<file path="src/rtl/card_mem_pkg.sv">
// Shared encodings for the card memory sequencer: FSM states, card entry fields
// and the Fisher-Yates index picker.
package card_mem_pkg;

  localparam int unsigned N_CARDS      = 16;
  localparam int unsigned IDX_W        = $clog2(N_CARDS);
  localparam int unsigned BIT_REMOVED  = 5;
  localparam int unsigned BIT_FACEDOWN = 4;
  localparam int unsigned VAL_MSB      = 3;
  localparam int unsigned VAL_W        = VAL_MSB + 1;

  localparam logic [5:0] EMPTY_CARD   = 6'b100000;
  localparam logic [1:0] FACEDOWN_TAG = 2'b01;

  typedef enum logic [3:0] {
    SERVE   = 4'd0,
    FILL    = 4'd1,
    SH_PICK = 4'd2,
    SH_RD_I = 4'd3,
    SH_RD_J = 4'd4,
    SH_CAP  = 4'd5,
    SH_WR_I = 4'd6,
    SH_WR_J = 4'd7,
    DONE    = 4'd8
  } seq_state_t;

  // Fold an out-of-range random value back into 0..i so the swap partner never exceeds i.
  function automatic logic [IDX_W-1:0] pick_index(input logic [IDX_W-1:0] r,
                                                  input logic [IDX_W-1:0] i);
    return (r <= i) ? r : (r & i);
  endfunction

endpackage

</file>
<file path="src/rtl/card_fill_shuffle_fsm.sv">
// Board initialisation sequencer: fills value pairs face-down, optionally shuffles
// them, and drives port B whenever it is not in SERVE.
module card_fill_shuffle_fsm #(
  parameter int unsigned N_CARDS    = 16,
  parameter int unsigned DATA_W     = 6,
  parameter int unsigned SHUFFLE_EN = 1
) (
  input  logic                       clk,
  input  logic                       reset,
  input  logic                       init_start,
  input  logic                       gm_wr_req,
  input  logic [7:0]                 rand_bits,
  input  logic [DATA_W-1:0]          mem_dout,
  output logic                       busy,
  output logic                       init_done,
  output logic                       serve_c,
  output logic [$clog2(N_CARDS)-1:0] seq_addr_c,
  output logic                       seq_we_c,
  output logic [DATA_W-1:0]          seq_din_c
);
  import card_mem_pkg::*;

  localparam int unsigned ADDR_W = $clog2(N_CARDS);
  localparam logic [ADDR_W-1:0] LAST_IDX = ADDR_W'(N_CARDS - 1);

  seq_state_t          state;
  seq_state_t          state_nx;
  logic [ADDR_W-1:0]   k;
  logic [ADDR_W-1:0]   i;
  logic [ADDR_W-1:0]   j;
  logic [DATA_W-1:0]   di;
  logic [DATA_W-1:0]   dj;
  logic                unused_rand;

  assign unused_rand = ^rand_bits[7:ADDR_W];
  assign serve_c     = (state == SERVE);

  always_ff @(posedge clk or negedge reset) begin
    if (!reset) state <= SERVE;
    else        state <= state_nx;
  end

  // Next state and port B drive while initialising.
  always_comb begin
    state_nx   = state;
    seq_addr_c = '0;
    seq_we_c   = 1'b0;
    seq_din_c  = dj;
    case (state)
      SERVE: begin
        if (init_start && !gm_wr_req) state_nx = FILL;
      end
      FILL: begin
        seq_addr_c = k;
        seq_we_c   = 1'b1;
        seq_din_c  = DATA_W'({FACEDOWN_TAG, VAL_W'(k >> 1)});
        if (k == LAST_IDX) state_nx = (SHUFFLE_EN != 0) ? SH_PICK : DONE;
      end
      SH_PICK: begin
        seq_addr_c = i;
        state_nx   = SH_RD_I;
      end
      SH_RD_I: begin
        seq_addr_c = i;
        state_nx   = SH_RD_J;
      end
      SH_RD_J: begin
        seq_addr_c = j;
        state_nx   = SH_CAP;
      end
      SH_CAP: begin
        seq_addr_c = j;
        state_nx   = SH_WR_I;
      end
      SH_WR_I: begin
        seq_addr_c = i;
        seq_we_c   = 1'b1;
        seq_din_c  = dj;
        state_nx   = SH_WR_J;
      end
      SH_WR_J: begin
        seq_addr_c = j;
        seq_we_c   = 1'b1;
        seq_din_c  = di;
        state_nx   = (i == ADDR_W'(1)) ? DONE : SH_PICK;
      end
      DONE:    state_nx = SERVE;
      default: state_nx = SERVE;
    endcase
  end

  // Fill counter, shuffle indices and swap data, plus registered status flags.
  always_ff @(posedge clk or negedge reset) begin
    if (!reset) begin
      k         <= '0;
      i         <= LAST_IDX;
      j         <= '0;
      di        <= '0;
      dj        <= '0;
      busy      <= 1'b0;
      init_done <= 1'b0;
    end else begin
      busy      <= (state_nx != SERVE) && (state_nx != DONE);
      init_done <= (state_nx == DONE);
      case (state)
        SERVE: k <= '0;
        FILL: begin
          k <= k + ADDR_W'(1);
          i <= LAST_IDX;
        end
        SH_PICK: j  <= pick_index(rand_bits[ADDR_W-1:0], i);
        SH_RD_J: di <= mem_dout;
        SH_CAP:  dj <= mem_dout;
        SH_WR_J: begin
          if (i != ADDR_W'(1)) i <= i - ADDR_W'(1);
        end
        default: begin
        end
      endcase
    end
  end

endmodule

</file>
<file path="src/rtl/card_mem_sequencer.sv">
// Port B owner of the card memory: board initialisation, gameplay write
// arbitration and the cursor read pipeline.
module card_mem_sequencer #(
  parameter int unsigned N_CARDS    = 16,
  parameter int unsigned DATA_W     = 6,
  parameter int unsigned SHUFFLE_EN = 1
) (
  input  logic                       clk,
  input  logic                       reset,
  input  logic                       init_start,
  input  logic [7:0]                 rand_bits,
  output logic                       busy,
  output logic                       init_done,
  input  logic                       gm_wr_req,
  input  logic [$clog2(N_CARDS)-1:0] gm_wr_loc,
  input  logic [DATA_W-1:0]          gm_wr_data,
  output logic                       gm_wr_ack,
  input  logic [$clog2(N_CARDS)-1:0] cur_loc,
  output logic [DATA_W-1:0]          cur_data,
  output logic                       cur_valid,
  output logic [$clog2(N_CARDS)-1:0] mem_addr,
  output logic                       mem_we,
  output logic [DATA_W-1:0]          mem_din,
  input  logic [DATA_W-1:0]          mem_dout
);
  import card_mem_pkg::*;

  localparam int unsigned ADDR_W = $clog2(N_CARDS);

  logic                serve_c;
  logic [ADDR_W-1:0]   seq_addr_c;
  logic                seq_we_c;
  logic [DATA_W-1:0]   seq_din_c;
  logic                cur_rd_c;
  logic                rd_q;

  card_fill_shuffle_fsm #(
    .N_CARDS    (N_CARDS),
    .DATA_W     (DATA_W),
    .SHUFFLE_EN (SHUFFLE_EN)
  ) u_fsm (
    .clk        (clk),
    .reset      (reset),
    .init_start (init_start),
    .gm_wr_req  (gm_wr_req),
    .rand_bits  (rand_bits),
    .mem_dout   (mem_dout),
    .busy       (busy),
    .init_done  (init_done),
    .serve_c    (serve_c),
    .seq_addr_c (seq_addr_c),
    .seq_we_c   (seq_we_c),
    .seq_din_c  (seq_din_c)
  );

  // In SERVE a pending gameplay write wins the slot; otherwise the cursor reads.
  always_comb begin
    mem_addr  = seq_addr_c;
    mem_we    = seq_we_c;
    mem_din   = seq_din_c;
    gm_wr_ack = 1'b0;
    if (serve_c) begin
      mem_addr  = gm_wr_req ? gm_wr_loc : cur_loc;
      mem_we    = gm_wr_req;
      mem_din   = gm_wr_data;
      gm_wr_ack = gm_wr_req;
    end
  end

  assign cur_rd_c = serve_c && !gm_wr_req;

  // Read data is only trusted if no write or init cycle followed the cursor read.
  always_ff @(posedge clk or negedge reset) begin
    if (!reset) begin
      rd_q      <= 1'b0;
      cur_valid <= 1'b0;
      cur_data  <= DATA_W'(EMPTY_CARD);
    end else begin
      rd_q      <= cur_rd_c;
      cur_valid <= rd_q && cur_rd_c;
      if (rd_q && cur_rd_c) cur_data <= mem_dout;
    end
  end

endmodule
</file>
<file path="config.mk">
export PLATFORM = sky130hd
export DESIGN_NAME = card_mem_sequencer
export DESIGN_NICKNAME = d
export VERILOG_FILES = /design/src/rtl/card_mem_pkg.sv /design/src/rtl/card_fill_shuffle_fsm.sv /design/src/rtl/card_mem_sequencer.sv
export SDC_FILE = /design/constraint.sdc
export NUM_CORES = 1
export LEC_CHECK = 0
export BUFFER_PORTS_ARGS = -buffer_cell sky130_fd_sc_hd__buf_2
export CORE_MARGIN = 2
export CORE_UTILIZATION = 41
export CTS_BUF_LIST = sky130_fd_sc_hd__clkbuf_2 sky130_fd_sc_hd__clkbuf_4 sky130_fd_sc_hd__clkbuf_8
export DETAILED_ROUTE_END_ITERATION = 8
export GPL_TIMING_DRIVEN = 1
export PLACE_DENSITY = 0.71
export SLEW_MARGIN = 15
export SYNTH_ARGS = -nofsm -noshare
export SYNTH_HDL_FRONTEND = slang
export SYNTH_SLANG_ARGS = --single-unit
export TNS_END_PERCENT = 20
</file>
<file path="constraint.sdc">
create_clock -name clk -period 2.7 [get_ports clk]
set_clock_uncertainty 0.15 [all_clocks]
set_input_delay 0.135 -clock clk [delete_from_list [all_inputs] [get_ports clk]]
set_output_delay 0.135 -clock clk [all_outputs]
set_load 0.01 [all_outputs]
</file>
==> results.cfg, run 1 <==
[critical_path]
required_ns = 2.41
cp_num_buf_inv = 1
worst_ep_arrival_time_ns = 2.11
startpoint_type = register
worstPathCellList = nor2_1 -> o21ai_1 -> a22oi_1 -> a21oi_1 -> buf_2
startpoint = u_fsm.state[1]$_DFF_PN0_
slowest_stage = dfrtp_1
criticalPathCategory = register to output pin
slowest_delay_ns = 0.71
crit_family = compound AO/OA/AOI/OAI gates
critPathMaxFanout = 16
reg2reg_from = u_fsm.i[1]$_DFFE_PN1P_
crit_path_end_kind = output pin

[power_and_ir_drop]
max-vdd-ir-drop_v = 0.000206
p_comb_share_pct = 9.6
p_sw_w = 0.000264
p_int_w = 0.000844
clock_power_share_pct = 37.1
p_seq_share_pct = 53.3
power.density_mw_per_mm2 = 420
p_sw_share_pct = 23.8
leakage_nw = 1.27

[logic_synthesis]
synth.top_cell.area_share_pct = 38.3
synthTopCellsByCount = dfrtp_1 (33), nand2_1 (21), nor2_1 (18)
synth_top_area_cell = dfrtp_1
netlist_instances = 215
syn_area_mm2 = 0.00215
ys_ff_latch = 38
syn_nets = 258
synth_most_common_cell = dfrtp_1
avgSynthCellArea_um2 = 10.0
synth_edf_count = 0
yosysUniqueCellTypes = 48
ys_seq_area_share_pct = 44.4
synth_area_leaders = dfrtp_1 (38%), mux2_2 (7.8%), ha_1 (6.4%)
ys_warn_count = 0
ys_async_sr_fraction_pct = 100
synthFlopType = dfrtp_1

[placement]
gp_congestion = 0.768
place_hpwl_mm = 3.35
placedCellCount = 327
portBuffers = 48

[sta]
rsz0062_at_grt = no
setup_viol = 0
final-hold-violation-count = 0
holdWs_ns = 0.0213
finalSetupTns_ns = 0
tightest_slew_ns = 0.863
slew_headroom_pct = 42.5
finalCritPeriodShare_pct = 88.8
slew_violations = 0
period_minus_slack_ns = 2.40
fmax_mhz = 417

[global_routing]
grt_pass1_wl_mm = 8.40
antenna_found_initial = 0
grt_use_total_pct = 17.9
grt_pass1_vias = 1865
grt_max_degree = 39
grt_overflow = 0

[clock_network]
post_cts_resized = 0
clk_latency_ns = 0.29
clock-root-buffer = clkbuf_8
cts_buffer_depth = 2
cts_tree = built
cts.sinks = 38
cts_max_level = 2
clkSlewWorstSetupHoldPaths_ns = 0.08
cts-buffers-inserted = 5

[floorplan]
initial_utilization_pct = 42.5
die-area_mm2 = 0.00585
coreArea_mm2 = 0.00507
rows = 26
die_w_um = 76.5
io_pins = 53
die_h_um = 76.5

[drt]
wl_per_cell_um = 13.7
route.detailed.drc = 0
drtPass1Iterations = 4
totalWireLength_mm = 4.72
viasPerCell = 5.14
num_vias = 1768
ant_nets = 0
drtIter0Drc = 132

[outcome]
status = finished clean

[layout]
diodes = 0
fin_nets = 316
nFillCells = 508
area_growth_pct = 22.6
drive_above_1_share_pct = 33.6
final_cells = 344

[job]
drv_cap = 0

[hold_path]
holdCritPathClass = primary input to register
holdCritStartpoint = rand_bits[3]
[what timing repair did]
action,in CTS,in global routing
endpoints found under the hold margin,53,0
hold buffers,9,0
setup buffers,0,0
[final timing paths]
kind | to | slack, ns | cells after the start
min in group asynchronous | cur_data[2]$_DFFE_PN0P_ | 0.36 | 2
hold / removal | u_fsm.j[3]$_DFFE_PN0P_ | 0.02 | 3
hold reg to reg | u_fsm.j[2]$_DFFE_PN0P_ | 0.34 | 2
setup reg to reg | u_fsm.j[0]$_DFFE_PN0P_ | 0.61 | 7
setup / recovery | mem_din[3] | 0.30 | 5
max in group asynchronous | u_fsm.k[3]$_DFFE_PN0P_ | 1.51 | 2
[registers in the layout, summed over array words and instances (netlist names)]
register         flops
cur_data             6
cur_valid            1
rd_q                 1
u_fsm.busy           1
u_fsm.di             6
u_fsm.dj             6
u_fsm.i              4
u_fsm.init_done      1
u_fsm.j              4
u_fsm.k              4
u_fsm.state          4
[layout make-up]
type / instances / area (um^2) / area share [%]
tap: 70 / 87.6 / 3.32
multi-input combinational: 161 / 1130 / 42.8
clock buffer: 6 / 82.6 / 3.13
timing repair buffer: 58 / 338 / 12.8
inverter: 9 / 33.8 / 1.28
clock inverter: 2 / 12.5 / 0.474
sequential: 38 / 957 / 36.2
[cells by family after synthesis]
family          Yosys count  synth area share (%)
compound gates           55                  16.3
xor+xnor                  2                 0.813
fa+ha+maj                11                  6.39
buf+inv                  16                  3.14
flops                    38                  44.4
mux                      25                  12.6
simple gates             68                  16.4
[routing by layer]
metal / wire, um / vias up / GRT usage (%)
li1: - / 881 / -
met1: 2060 / 839 / 21.2
met2: 2350 / 39 / 30.9
met3: 217 / 9 / 4.62
met4: 95 / 0 / 7.45
met5: 0 / - / 0
[per-stage QoR]
stage / util [%] / setup WS (ns) / total power (W) / area, um^2
final: 52.0 / 0.303 / 0.00111 / 2640
after global routing: 52.0 / 0.152 / 0.00116 / 2640
after CTS: 52.0 / 0.292 / 0.00113 / 2640
after detailed placement: 48.4 / 0.619 / 0.000699 / 2460
after global placement: 48.4 / 0.670 / 0.000696 / 2460
after floorplan: - / 0.817 / 0.000648 / 2150
[worst min-delay path, cell delays in order]
cell     delay, ns
buf_2         0.11
mux2i_1       0.06
o21ai_0       0.13
[power by group through the flow]
stage                     clock [W]  sequential (W)  combinational, W
after CTS                  0.000427        0.000590          0.000108
after detailed placement          0        0.000601         0.0000972
after global routing       0.000446        0.000592          0.000120
final                      0.000411        0.000591          0.000106
after global placement            0        0.000600         0.0000956
after floorplan                   0        0.000599         0.0000485
[cell usage in the layout (no fill, tap or decap), drive strengths merged, types with 2 or more instances in the layout]
cell,n
a21boi,2
a21oi,19
a22oi,7
and3,3
buf,49
clkbuf,6
dfrtp,33
dfstp,5
dlygate4sd3,9
ha,11
inv,9
mux2,17
mux2i,8
nand2,23
nand2b,2
nand3,3
nor2,21
nor3,7
o21ai,17
o221ai,4
or2,2
xor2,2
Note: power is estimated with default switching activity, not from simulation.
==> run 2, diff against run 1 <==
==> constraint.sdc (replaced) <==
create_clock -name clk -period 2.7 [get_ports clk]
set_clock_uncertainty 0.15 [all_clocks]
set_input_delay 0.135 -clock clk [delete_from_list [all_inputs] [get_ports clk]]
set_output_delay 0.135 -clock clk [all_outputs]
set_load 0.1 [all_outputs]
==> results.cfg, run 2 (synthesized netlist as in run 1, its figures left out) <==
[drt]
wl_per_cell_um = 13.9
drtIter0Drc = 100
route.detailed.drc = 0
ant_nets = 0
num_vias = 1762
viasPerCell = 5.15
drtPass1Iterations = 4
totalWireLength_mm = 4.75

[power_and_ir_drop]
clock_power_share_pct = 35.5
leakage_nw = 1.27
p_seq_share_pct = 49.8
max-vdd-ir-drop_v = 0.000231
power.density_mw_per_mm2 = 449
p_sw_share_pct = 26.9
p_comb_share_pct = 14.7
p_int_w = 0.000868
p_sw_w = 0.000319

[layout]
multi_input_area_mm2 = 0.00114
utilization_pct = 52.0
layout_commonest_cell = buf_2
regArea_um2 = 960
diodes = 0
final_cell_mix = buf_2 (47), dfrtp_1 (31), nand2_1 (20)
fin_nets = 314
nFillCells = 480
largest_registers = cur_data: 6 flops, u_fsm.di: 6 flops, u_fsm.dj: 6 flops
area_growth_pct = 22.5
drive_above_1_share_pct = 34.9

[clock_network]
clk_latency_ns = 0.29
cts_max_level = 2
clkSlewWorstSetupHoldPaths_ns = 0.07
cts.sinks = 38
cts_buffer_depth = 2
cts_tree = built
clock-root-buffer = clkbuf_8
cts-buffers-inserted = 5

[sta]
final-hold-violation-count = 0
tightest_slew_ns = 0.862
slew_headroom_pct = 42.6
slew_violations = 0
setup_viol = 0
finalCritPeriodShare_pct = 95.6
fmax_mhz = 387
rsz0062_at_grt = no
holdWs_ns = 0.00880
period_minus_slack_ns = 2.58

[floorplan]
io_pins = 53
rows = 26
coreArea_mm2 = 0.00507
die_h_um = 76.5
die-area_mm2 = 0.00585
die_w_um = 76.5
initial_utilization_pct = 42.5

[critical_path]
worstPathCellList = and2b_1 -> o21ai_1 -> a22oi_1 -> a21oi_1 -> buf_2
reg2reg_from = u_fsm.i[1]$_DFFE_PN1P_
startpoint_type = register
ff2ff_setup_slack_ns = 0.63
required_ns = 2.41
worst_ep_arrival_time_ns = 2.30
crit_path_end_kind = output pin
startpoint = u_fsm.state[3]$_DFF_PN0_
slowest_stage = dfrtp_1
slowest_delay_ns = 0.69
critPathMaxFanout = 16
criticalPathCategory = register to output pin

[placement]
gp_congestion = 0.755
place_hpwl_mm = 3.38
portBuffers = 48

[global_routing]
antenna_found_initial = 0
grt_use_total_pct = 17.1
grt_overflow = 0
grt_pass1_wl_mm = 8.02
grt_pass1_vias = 1759
grt_max_degree = 39

[job]
drv_cap = 0

[hold_path]
holdCritPathClass = primary input to register
holdCritStartpoint = gm_wr_req

[outcome]
status = finished clean
==> run 2: worst max-delay path, delay by kind of cell (launching register included) <==
| family | cells | cell delay [ns] |
|---|---|---|
| simple gates | 1 | 0.27 |
| flops | 1 | 0.69 |
| buf+inv | 1 | 0.46 |
| compound gates | 3 | 0.59 |
==> run 2: metrics by stage <==
stage / setup WS [ns] / setup TNS [ns] / total power [W] / instances / area [um^2]
floorplan: -0.178 / -0.747 / 0.000715 / 215 / 2160
global placement: 0.384 / 0 / 0.000764 / 326 / 2450
detailed placement: 0.369 / 0 / 0.000767 / 326 / 2450
CTS: 0.0792 / 0 / 0.00120 / 342 / 2630
global route: 0.0109 / 0 / 0.00124 / 342 / 2640
finish: 0.118 / 0 / 0.00119 / 342 / 2640
==> run 2: timing repair <==
| item | in CTS | in global routing |
|---|---|---|
| setup buffers | 0 | 0 |
| hold buffers | 8 | 0 |
| endpoints found under the setup margin | 1 | 4 |
| endpoints found under the hold margin | 52 | 0 |
| resized for setup | 1 | 3 |
==> run 2: final timing paths <==
path                                       endpoint  cells after the start
setup / recovery                         mem_din[3]                      5
hold / removal                       rd_q$_DFF_PN0_                      2
setup reg to reg             u_fsm.j[1]$_DFFE_PN0P_                      7
hold reg to reg              u_fsm.j[2]$_DFFE_PN0P_                      2
max in group asynchronous  u_fsm.state[2]$_DFF_PN0_                      2
min in group asynchronous   cur_data[2]$_DFFE_PN0P_                      2
==> run 2: power by group through the flow <==
stage                     registers [W]  clock network (W)  logic [W]
after floorplan                0.000599                  0   0.000116
after global placement         0.000600                  0   0.000163
after detailed placement       0.000601                  0   0.000166
after CTS                      0.000590           0.000439   0.000175
after global routing           0.000592           0.000458   0.000187
final                          0.000590           0.000422   0.000174
==> run 2: per-layer routing <==
layer | global-route usage, % | routed length, um
met5 | 0 | 0
met4 | 4.91 | 52
met3 | 3.55 | 152
met2 | 30.8 | 2480
met1 | 20.4 | 2070
==> run 2: layout make-up <==
| class | count | area share, % |
|---|---|---|
| Sequential cell | 38 | 36.4 |
| Inverter | 9 | 1.28 |
| Tap cell | 70 | 3.32 |
| Multi-Input combinational cell | 161 | 43.1 |
| Timing Repair Buffer | 56 | 12.2 |
| Clock buffer | 8 | 3.70 |
